File: src/rtl/bp_pkg.sv
// -----------------------------------------------------------------------------
// bp_pkg
// Shared definitions for the branch-predictor update scheduler:
//   - default queue depth and predictor entry count
//   - scheduler state encoding {INIT, RUN}
//   - update-queue entry layout {pc, target, taken}
// -----------------------------------------------------------------------------
package bp_pkg;

   localparam int DEPTH_DEFAULT       = 4;
   localparam int BTB_ENTRIES_DEFAULT = 8;

   typedef enum logic {
      INIT = 1'b0,
      RUN  = 1'b1
   } bp_state_e;

   typedef struct packed {
      logic [31:0] pc;
      logic [31:0] target;
      logic        taken;
   } bp_upd_t;

endpackage

File: src/rtl/bp_upd_fifo.sv
// -----------------------------------------------------------------------------
// bp_upd_fifo
// Update queue with two write ports and one read port.
// When both write ports fire in one cycle, entry_1 lands in the earlier slot.
// If only one write port fires, its entry goes to the current write pointer.
// The caller guarantees that the queue never overflows and that pop is only
// requested while the queue is non-empty.
//
// Ports:
//   clk, reset          clock and synchronous active-high reset
//   push_1, entry_1     first (older) write
//   push_2, entry_2     second (younger) write
//   pop                 remove the head entry
//   head                entry at the read pointer (registered storage)
//   occupancy           number of valid entries, 0..DEPTH
// -----------------------------------------------------------------------------
module bp_upd_fifo
   import bp_pkg::*;
#(
   parameter int DEPTH = DEPTH_DEFAULT
) (
   input  logic                     clk,
   input  logic                     reset,
   input  logic                     push_1,
   input  bp_upd_t                  entry_1,
   input  logic                     push_2,
   input  bp_upd_t                  entry_2,
   input  logic                     pop,
   output bp_upd_t                  head,
   output logic [$clog2(DEPTH):0]   occupancy
);

   localparam int PTR_W = $clog2(DEPTH);
   localparam int CNT_W = PTR_W + 1;

   bp_upd_t            mem_q [DEPTH];
   bp_upd_t            mem_d [DEPTH];
   logic [PTR_W-1:0]   wr_ptr_q, wr_ptr_d, wr_ptr_nx;
   logic [PTR_W-1:0]   rd_ptr_q, rd_ptr_d;
   logic [CNT_W-1:0]   cnt_q, cnt_d;
   logic [CNT_W-1:0]   n_push;
   logic               first_en, second_en;
   bp_upd_t            first_data;

   // Next-state for pointers, count and storage.
   always_comb begin
      n_push     = CNT_W'(push_1) + CNT_W'(push_2);
      first_en   = push_1 | push_2;
      second_en  = push_1 & push_2;
      // A lone slot-2 push still takes the earliest free position.
      first_data = push_1 ? entry_1 : entry_2;
      wr_ptr_nx  = wr_ptr_q + PTR_W'(1'b1);
      // Pointers are PTR_W bits wide, so the additions wrap modulo DEPTH.
      wr_ptr_d   = wr_ptr_q + n_push[PTR_W-1:0];
      rd_ptr_d   = rd_ptr_q + PTR_W'(pop);
      cnt_d      = cnt_q + n_push - CNT_W'(pop);
      for (int i = 0; i < DEPTH; i++) begin
         mem_d[i] = mem_q[i];
         if (first_en && (wr_ptr_q == PTR_W'(i))) begin
            mem_d[i] = first_data;
         end else if (second_en && (wr_ptr_nx == PTR_W'(i))) begin
            mem_d[i] = entry_2;
         end else begin
            mem_d[i] = mem_q[i];
         end
      end
   end

   // Queue state registers.
   always_ff @(posedge clk) begin
      if (reset) begin
         wr_ptr_q <= '0;
         rd_ptr_q <= '0;
         cnt_q    <= '0;
         for (int i = 0; i < DEPTH; i++) begin
            mem_q[i] <= '0;
         end
      end else begin
         wr_ptr_q <= wr_ptr_d;
         rd_ptr_q <= rd_ptr_d;
         cnt_q    <= cnt_d;
         for (int i = 0; i < DEPTH; i++) begin
            mem_q[i] <= mem_d[i];
         end
      end
   end

   assign head      = mem_q[rd_ptr_q];
   assign occupancy = cnt_q;

endmodule

File: src/rtl/bp_update_scheduler.sv
// -----------------------------------------------------------------------------
// bp_update_scheduler
// Collects resolved branch outcomes from two decode slots, queues them, and
// writes them one per cycle into the predictor tables. After reset it first
// sweeps every predictor entry with a clear write (INIT), then serves the
// queue (RUN).
//
// Ports:
//   clk, reset                      clock and synchronous active-high reset
//   upd_valid/taken/pc/target_1     slot-1 resolved branch
//   upd_valid/taken/pc/target_2     slot-2 resolved branch
//   wr_ready                        predictor tables accept a write
//   wr_valid, wr_clr                write request / request is an init clear
//   wr_taken, wr_pc, wr_target      write payload (wr_pc = entry index in INIT)
//   stall_req                       hold the update inputs upstream
//   occupancy                       current queue count
// -----------------------------------------------------------------------------
module bp_update_scheduler
   import bp_pkg::*;
#(
   parameter int DEPTH       = DEPTH_DEFAULT,
   parameter int BTB_ENTRIES = BTB_ENTRIES_DEFAULT
) (
   input  logic                     clk,
   input  logic                     reset,
   input  logic                     upd_valid_1,
   input  logic                     upd_taken_1,
   input  logic [31:0]              upd_pc_1,
   input  logic [31:0]              upd_target_1,
   input  logic                     upd_valid_2,
   input  logic                     upd_taken_2,
   input  logic [31:0]              upd_pc_2,
   input  logic [31:0]              upd_target_2,
   input  logic                     wr_ready,
   output logic                     wr_valid,
   output logic                     wr_clr,
   output logic                     wr_taken,
   output logic [31:0]              wr_pc,
   output logic [31:0]              wr_target,
   output logic                     stall_req,
   output logic [$clog2(DEPTH):0]   occupancy
);

   localparam int CNT_W = $clog2(DEPTH) + 1;
   localparam int IDX_W = $clog2(BTB_ENTRIES);
   localparam logic [IDX_W-1:0] LAST_IDX = IDX_W'(BTB_ENTRIES - 1);

   bp_state_e          state_q, state_d;
   logic [IDX_W-1:0]   init_idx_q, init_idx_d;
   logic               push_1, push_2, pop;
   bp_upd_t            entry_1, entry_2, head;
   logic [CNT_W-1:0]   occ;

   bp_upd_fifo #(
      .DEPTH (DEPTH)
   ) u_fifo (
      .clk       (clk),
      .reset     (reset),
      .push_1    (push_1),
      .entry_1   (entry_1),
      .push_2    (push_2),
      .entry_2   (entry_2),
      .pop       (pop),
      .head      (head),
      .occupancy (occ)
   );

   // Enqueue filtering. stall_req depends only on registered state, and with
   // it low at least two entries are free, so the queue cannot overflow.
   always_comb begin
      stall_req = (state_q == INIT) | (occ >= CNT_W'(DEPTH - 1));
      entry_1   = '{pc: upd_pc_1, target: upd_target_1, taken: upd_taken_1};
      entry_2   = '{pc: upd_pc_2, target: upd_target_2, taken: upd_taken_2};
      push_1    = ~stall_req & upd_valid_1;
      // A taken slot-1 branch means slot 2 was on the wrong path.
      push_2    = ~stall_req & upd_valid_2 & ~(upd_valid_1 & upd_taken_1);
      pop       = (state_q == RUN) & (occ != '0) & wr_ready;
   end

   // FSM next state, init sweep index and write-port outputs.
   always_comb begin
      state_d    = state_q;
      init_idx_d = init_idx_q;
      wr_valid   = 1'b0;
      wr_clr     = 1'b0;
      wr_taken   = 1'b0;
      wr_pc      = 32'h0000_0000;
      wr_target  = 32'h0000_0000;
      case (state_q)
         INIT: begin
            wr_valid = 1'b1;
            wr_clr   = 1'b1;
            wr_pc    = {{(32-IDX_W){1'b0}}, init_idx_q};
            if (wr_ready) begin
               if (init_idx_q == LAST_IDX) begin
                  state_d    = RUN;
                  init_idx_d = '0;
               end else begin
                  init_idx_d = init_idx_q + IDX_W'(1'b1);
               end
            end else begin
               init_idx_d = init_idx_q;
            end
         end
         RUN: begin
            // Head only changes on a pop, so the payload holds under back-pressure.
            wr_valid  = (occ != '0);
            wr_pc     = head.pc;
            wr_target = head.target;
            wr_taken  = head.taken;
         end
         default: begin
            state_d    = INIT;
            init_idx_d = '0;
         end
      endcase
   end

   // FSM and init index registers.
   always_ff @(posedge clk) begin
      if (reset) begin
         state_q    <= INIT;
         init_idx_q <= '0;
      end else begin
         state_q    <= state_d;
         init_idx_q <= init_idx_d;
      end
   end

   assign occupancy = occ;

endmodule

File: config.mk
export PLATFORM = sky130hd
export DESIGN_NAME = bp_update_scheduler
export DESIGN_NICKNAME = d
export VERILOG_FILES = /design/src/rtl/bp_pkg.sv /design/src/rtl/bp_upd_fifo.sv /design/src/rtl/bp_update_scheduler.sv
export SDC_FILE = /design/constraint.sdc
export NUM_CORES = 1
export LEC_CHECK = 0
export CORE_MARGIN = 4
export CORE_UTILIZATION = 32
export CTS_BUF_LIST = sky130_fd_sc_hd__clkbuf_16
export DETAILED_ROUTE_END_ITERATION = 6
export HOLD_SLACK_MARGIN = 0.05
export PLACE_DENSITY_LB_ADDON = 0.25
export SYNTH_ARGS = -nofsm -noshare
export SYNTH_HDL_FRONTEND = slang
export SYNTH_HIERARCHICAL = 1
export SYNTH_SLANG_ARGS = --single-unit
File: constraint.sdc
create_clock -name clk -period 6.7 [get_ports clk]
set_input_delay 2.01 -clock clk [delete_from_list [all_inputs] [get_ports clk]]
set_output_delay 2.01 -clock clk [all_outputs]
set_load 0.005 [all_outputs]
Word level (Yosys, flattened, before mapping)
Memory sizes are Yosys's and may differ from the RTL's. A register that Yosys moved wholly into a read port is not among the register bits.
Cells that the tools add are included.
{"block": "totals", "mem_bits_rw": 260, "mem_count": 1, "ff_bits": 11}
{"name": "u_fifo.mem_q", "depth": 4, "width": 65, "read_ports": 1, "rd_ports_with_merged_regs": 1, "write_ports": 4, "line_no": "bp_upd_fifo.sv:36", "text": "bp_upd_t mem_q [DEPTH];"}
{"block": "op_classes", "n_eq_ne": 11, "n_reduce_logical": 16, "n_mux": 26, "n_addsub": 7, "bitwise": 16, "magnitude_cmp": 1}
{"operator": "two-way mux 65 bit", "n": 13}
{"operator": "one-hot mux 32 bit (2 select lines)", "n": 1}
{"operator": "two-way mux 32 bit", "n": 1}
{"operator": "AND reduction 2 bit", "n": 5}
{"operator": "== test 2 bit (second input constant)", "n": 4}
{"operator": "logical AND 1 bit", "n": 8}
{"operator": "two-way mux 1 bit", "n": 8}
{"operator": "inequality test 2 bit (second input constant)", "n": 4}
{"operator": "AND 1 bit", "n": 7}
{"operator": "OR 1 bit", "n": 6}
{"operator": "== test 2 x 1 -> 1 bit (second input constant)", "n": 2}
{"operator": "zero test 2 bit", "n": 2}
{"operator": "adder 3 x 1 -> 3 bit (second input constant)", "n": 1}
{"operator": "adder 3 bit", "n": 1}
{"operator": "== test 3 bit (second input constant)", "n": 1}
{"operator": ">= comparator 3 x 2 -> 1 bit (second input constant)", "n": 1}
{"operator": "two-way mux 3 bit", "n": 1}
{"operator": "NOT 1 bit", "n": 3}
{"operator": "nonzero test 3 bit", "n": 1}
{"operator": "subtractor 3 x 1 -> 3 bit", "n": 1}
{"operator": "adder 1 x 1 -> 2 bit", "n": 1}
{"operator": "adder 2 x 1 -> 2 bit", "n": 1}
{"operator": "adder 2 x 1 -> 2 bit (second input constant)", "n": 1}
{"operator": "adder 2 bit", "n": 1}
{"operator": "2 further kinds", "n": 2}

Depth between registers and ports, before layout
Gate-level depths: netlist (run 1).
{"block": "depth", "depth_word": 10, "ltp_mapped": 12, "ltp_nobuf": 12}

By module
Netlist (run 1), hierarchy kept.
{"module": "bp_upd_fifo", "cells_per_inst": 1268, "instances": 1, "area_per_inst_um2": 13641.8}
{"module": "bp_update_scheduler", "cells_per_inst": 97, "instances": 1, "area_per_inst_um2": 683.2}

Worst setup path before layout (run 1)
No wires, ideal clock.
{"block": "synth_path", "path_type": "input-to-reg", "start": "input upd_valid_1", "end": "memory u_fifo/mem_q[3][0] (netlist name) (enable)", "slack_ns": 1.922, "setup_time_ns": 0.425, "path_stages": 7, "arrival_ns": 4.353, "required_ns": 6.275, "path_buffers": 1, "cell_sequence": "and2_1 > inv_1 > ha_1 > clkbuf_2 > and2b_1 > o21ai_0 > nand2_1"}
{"element": "start, declared", "line_no": "bp_update_scheduler.sv:26", "text": "input logic upd_valid_1,"}
{"element": "end, declared", "line_no": "bp_upd_fifo.sv:36"}

==> results_dict.tcl, run 1 <==
set metrics [dict create \
    status "finished clean" \
    power_density_mw_per_mm2 216 \
    syn_to_final_growth_pct 25.1 \
    r2r_cells 9 \
    wl_um 48600 \
    async_reset_ff_frac 0 \
    min_to "init_idx_q[1]$_SDFFE_PP0P_" \
    skew_ps 8.99 \
    synth_ff_type "edfxtp_1" \
    hold_class "flop to flop" \
    synth-seq-area-share 0.560 \
    clockRootBuffer "clkbuf_16" \
    timing.setup.tns_ps 0 \
    crit_buf_inv 2 \
    cts_inserted_buffers 31 \
    r2r-start "state_q$_SDFF_PP0_" \
    hp-start "init_idx_q[1]$_SDFFE_PP0P_" \
    coreArea_mm2 0.0442 \
    final-hold-violation-count 0 \
    grt_setup_unrepaired "false" \
    worstMarginPinSlew_ps 1040 \
    cp_top_family "flip-flops" \
    gp_congestion 0.786 \
    max_slew_margin 0.304 \
    fmax_mhz 195 \
    dr_total_vias 11200 \
    synth_most_common_cell "nand2_1" \
    cts-htree-levels 1 \
    yosysTopAreaCell "edfxtp_1" \
    synth_cell_types 41 \
    place.detailed.hpwl_um 27600 \
    drt_pass1_iterations 5 \
    yosysTopAreaCellShare 0.545 \
    reg2reg_to "u_fifo/mem_q[2][4]$_SDFFCE_PN0P_" \
    synth_area_mm2 0.0143 \
    layout-drive-gt1-share 0.102 \
    clkTransAtPathRegs_ps 60 \
    yosys-top-cells-count "nand2_1, a21oi_1, edfxtp_1" \
    dieHeight_um 220 \
    grt_max_degree 66 \
    clk_path_buf_depth 3 \
    ant_nets 0 \
    worstPathArrival_ps 3120 \
    setup_ws_ps 1570 \
    yosys_warnings 6 \
    viasPerCell 5.25 \
    synth_area_leaders "edfxtp_1, nand2_1, mux4_2" \
    vdd_drop_max_mv 0.204 \
    die_area_mm2 0.0482 \
    worstPathRequired_ps 4690 \
    place_ws_ps 1450 \
    cts_setup_buffers 0 \
    die_w_um 220 \
    slowest_delay_ps 960 \
    ys_ff_latch 271 \
    fin_crit_ps 5130 \
    syn_avg_cell_area_um2 10.5 \
    dp_cells 2079 \
    hold_path_depth 2 \
    grt_overflow 0 \
    crit_chain "buf_12 > mux4_2 > and2_1 > clkdlybuf4s50_1" \
    initialDrtViolationCount 1015 \
    path_class "flop to output pin" \
    antennaDiodeCount 0 \
    wire_per_inst_um 22.8 \
    slowest_stage "dfxtp_4" \
    stdcell_count 2133 \
    nets 1665 \
    maxCapViolations 0 \
    syn_nets 1510 \
    maxSlewViolCount 0 \
    cts_tree "built" \
    ios 206 \
    start_kind "flop" \
    cts.sinks 271 \
    row_count 77 \
    syn_inst 1365 \
    rrSetupSlack_ps 2460 \
    first_global_vias 11600 \
    power_leakage_nw 6.54 \
    ctsResizeCount 0 \
    period_share 0.766 \
    antenna_found_initial 0 \
    worstPathMaxFanout 40 \
    synth_edf_count 260 \
    port_buffers 205 \
    fillers 4177 \
    grt_usage 0.197 \
    hold_buffers 0 \
    drc 0 \
    insertion_delay_ps 560 \
    setup_violations 0 \
    initial_utilization 0.324 \
    grt_pass1_wl_um 72500 \
    crit_path_end_kind "output pin" \
]
## state kept, by name, summed over array words and instances (netlist names)
name and count:
u_fifo/rd_ptr_q 2, init_idx_q 3, u_fifo/wr_ptr_q 2, u_fifo/occupancy 3, state_q 1, u_fifo/mem_q 260
## worst register-to-register path, stage by stage, from the launching register on
cell and delay (ps):
dfxtp_2 860, inv_2 100, a211oi_1 540, and2_1 510, inv_1 90, ha_1 350, nand4bb_4 850, buf_4 500
nand2_1 100, a21oi_1 70
## logic make-up (layout without fill, tap and decap cells)
group	Yosys count	after routing	share of synthesized area
xor+xnor	5	5	0.00306
buf+inv	121	297	0.0449
simple gates	618	618	0.181
flops	271	271	0.560
mux	71	71	0.107
fa+ha+maj	10	10	0.00926
compound gates	269	269	0.0949
## final cells by class
type / instances / area [um2] / share of cell area
multi-input combinational: 973 / 5760 / 0.321
timing repair buffer: 231 / 2330 / 0.130
tap: 592 / 741 / 0.0413
clock buffer: 31 / 776 / 0.0433
clock inverter: 23 / 238 / 0.0133
inverter: 12 / 45.0 / 0.00251
sequential: 271 / 8040 / 0.448
## worst max-delay path by stage
stage	end	slack [ps]	cells past startpoint	start
after detailed placement	u_fifo/mem_q[2][0]$_SDFFCE_PN0P_	1450	8	upd_valid_1
after floorplan	u_fifo/mem_q[3][0]$_SDFFCE_PN0P_	1920	7	upd_valid_1
final	wr_target[1]	1570	4	u_fifo/rd_ptr_q[0]$_SDFF_PP0_
after global routing	wr_target[1]	1330	4	u_fifo/rd_ptr_q[0]$_SDFF_PP0_
after CTS	wr_target[1]	1430	4	u_fifo/rd_ptr_q[0]$_SDFF_PP0_
after global placement	u_fifo/mem_q[2][5]$_SDFFCE_PN0P_	1510	8	upd_valid_1
## stage by stage
step / power [mW] / utilization / hold slack [ps] / cell area (um2)
floorplan: 2.03 / - / 483 / 14300
finish: 3.87 / 0.405 / 537 / 17900
global route: 4.00 / 0.405 / 579 / 17900
global placement: 2.19 / 0.382 / 511 / 16900
detailed placement: 2.19 / 0.382 / 516 / 16900
CTS: 3.91 / 0.405 / 533 / 17900
## report_power, final
part | switching, mW | total, mW | internal, mW
clock | 0.690 | 1.71 | 1.03
sequential | 0.0147 | 1.92 | 1.90
combinational | 0.129 | 0.240 | 0.111
## per-layer routing
layer	global-route usage	part of all wire
met2	0.341	0.49
met5	0	0
met1	0.266	0.41
met3	0.0250	0.078
met4	0.0469	0.017
## cells in the final DEF, fill, tap and decap left out, drive strengths merged, types with 5 or more instances in the layout
master | Yosys | routed
dfxtp | 11 | 11
bufinv | 0 | 5
nand2 | 523 | 523
edfxtp | 260 | 260
a21oi | 261 | 261
nor2b | 7 | 7
clkdlybuf4s50 | 0 | 205
and2 | 63 | 63
nor2 | 8 | 8
clkinv | 0 | 9
inv | 12 | 19
clkbuf | 22 | 31
ha | 9 | 9
buf | 87 | 26
mux4 | 65 | 65
Power figures use the tool's default switching activity.
==> run 2: changes to the inputs <==
==> constraint.sdc (replaced) <==
create_clock -name clk -period 5.07 [get_ports clk]
set_input_delay 1.521 -clock clk [delete_from_list [all_inputs] [get_ports clk]]
set_output_delay 1.521 -clock clk [all_outputs]
set_load 0.005 [all_outputs]
==> run 2 against run 1 <==
Against the previous run:
- hold slack improved by 11 ps
- global-route usage barely moved
- clock-buffer cell count did not move
- critical path type unchanged
- largest cell class unchanged
==> results_dict.tcl, run 2 (synthesis results as in run 1) <==
set metrics [dict create \
    r2r_cells 9 \
    regMostFlops "u_fifo/mem_q" \
    clkPwrFrac 0.433 \
    maxSlewViolCount 0 \
    grt_usage 0.197 \
    max_slew_margin 0.294 \
    hold_class "flop to flop" \
    fmax_mhz 228 \
    layout-drive-gt1-share 0.107 \
    grt_max_degree 66 \
    worstPathArrival_ps 2870 \
    power_switching_mw 1.09 \
    worstPathMaxFanout 36 \
    start_kind "flop" \
    cts_inserted_buffers 30 \
    place.detailed.hpwl_um 29000 \
    intPower_mw 3.96 \
    crit_path_end_kind "output pin" \
    setup_violations 0 \
    timing.setup.tns_ps 0 \
    die_w_um 220 \
    switching_share 0.215 \
    nets 1678 \
    drc 0 \
    clk_path_buf_depth 3 \
    port_buffers 205 \
    layout_commonest_cell "nand2_1" \
    power_leakage_nw 6.64 \
    hold_path_depth 2 \
    seqPwrFrac 0.502 \
    initial_utilization 0.324 \
    dieHeight_um 220 \
    antenna_found_initial 1 \
    gp_congestion 0.778 \
    syn_to_final_growth_pct 26.4 \
    ant_nets 0 \
    status "finished clean" \
    worstMarginPinSlew_ps 1050 \
    cts.sinks 271 \
    wire_per_inst_um 22.6 \
    maxCapViolations 0 \
    wirelength_met1_um 20400 \
    first_global_vias 11600 \
    ctsResizeCount 0 \
    rrSetupSlack_ps 1650 \
    vdd_drop_max_mv 0.225 \
    grt_setup_unrepaired "false" \
    dr.max_layer_used "met4" \
    coreArea_mm2 0.0442 \
    reg2reg_to "u_fifo/mem_q[0][62]$_SDFFCE_PN0P_" \
    r2r-start "u_fifo/occupancy[1]$_SDFF_PP0_" \
    insertion_delay_ps 560 \
    clockRootBuffer "clkbuf_16" \
    period_share 0.867 \
    cts_setup_buffers 0 \
    wl_um 48500 \
    ios 206 \
    dr_total_vias 11400 \
    power_density_mw_per_mm2 279 \
    stdcell_count 2149 \
    viasPerCell 5.30 \
    wl_met2_um 23100 \
    skew_ps 8.73 \
    hp-start "init_idx_q[2]$_SDFFE_PP0P_" \
    initialDrtViolationCount 1023 \
    cts_tree "built" \
    die_area_mm2 0.0482 \
    grt_overflow 0 \
    clkTransAtPathRegs_ps 60 \
    cts-htree-levels 1 \
    row_count 77 \
    hold_buffers 0 \
    final_cell_mix "nand2_1, a21oi_1, edfxtp_1" \
    worstPathRequired_ps 3550 \
    drt_pass1_iterations 5 \
    dp_cells 2093 \
    fin_crit_ps 4390 \
    path_class "flop to output pin" \
    min_to "init_idx_q[2]$_SDFFE_PP0P_" \
    pwr-share-comb 0.064 \
    grt_pass1_wl_um 72600 \
    final-hold-violation-count 0 \
    largest_reg_flops 260 \
    wl_met3_um 3940 \
]
-- run 2: power by group through the flow --
| stage | Clock [mW] | Sequential [mW] | Combinational, mW |
|---|---|---|---|
| after floorplan | 0 | 2.58 | 0.104 |
| after global placement | 0 | 2.58 | 0.324 |
| after detailed placement | 0 | 2.58 | 0.325 |
| after CTS | 2.23 | 2.54 | 0.327 |
| after global routing | 2.33 | 2.54 | 0.351 |
| final | 2.19 | 2.54 | 0.325 |
-- run 2: routing by layer --
layer | vias to the layer above | track usage
met5 | - | 0
met1 | 5651 | 0.273
met2 | 552 | 0.328
met4 | 0 | 0.0538
li1 | 5128 | -
met3 | 68 | 0.0276
-- run 2: critical path: stages, from the launching register on --
cell and delay (ps):
dfxtp_4 650, buf_12 350, mux4_2 540, and2_1 220, clkdlybuf4s50_1 470
-- run 2: layout make-up --
cell class,count,area [um2]
diodes,2,5.00
inverters,12,45.0
multi-input cells,973,5760
fillers,4161,26100
clock inverters,23,200
well taps,592,741
repair buffers,245,2550
clock buffers,31,776
flip-flops and latches,271,8040
-- run 2: worst max path at each step --
stage | startpoint | end | slack (ps) | cells after the start
3_5_place_dp | upd_valid_1 | u_fifo/mem_q[0][4]$_SDFFCE_PN0P_ | 410 | 8
4_1_cts | u_fifo/rd_ptr_q[0]$_SDFF_PP0_ | wr_taken | 600 | 4
2_1_floorplan | upd_valid_1 | u_fifo/mem_q[3][0]$_SDFFCE_PN0P_ | 780 | 7
5_1_grt | u_fifo/rd_ptr_q[0]$_SDFF_PP0_ | wr_target[1] | 510 | 4
3_3_place_gp | upd_valid_1 | u_fifo/mem_q[0][15]$_SDFFCE_PN0P_ | 520 | 8
6_report | u_fifo/rd_ptr_q[0]$_SDFF_PP0_ | wr_target[1] | 680 | 4
-- run 2: stage by stage --
step                      hold slack (ps)   util  instance area, um2  power, mW  worst slack (ps)
after floorplan                       483      -               14300       2.68               781
after global placement                519  0.387               17100       2.91               519
after detailed placement              537  0.387               17100       2.91               411
after CTS                             549  0.409               18100       5.10               596
after global routing                  580  0.410               18100       5.22               505
final                                 548  0.410               18100       5.05               676
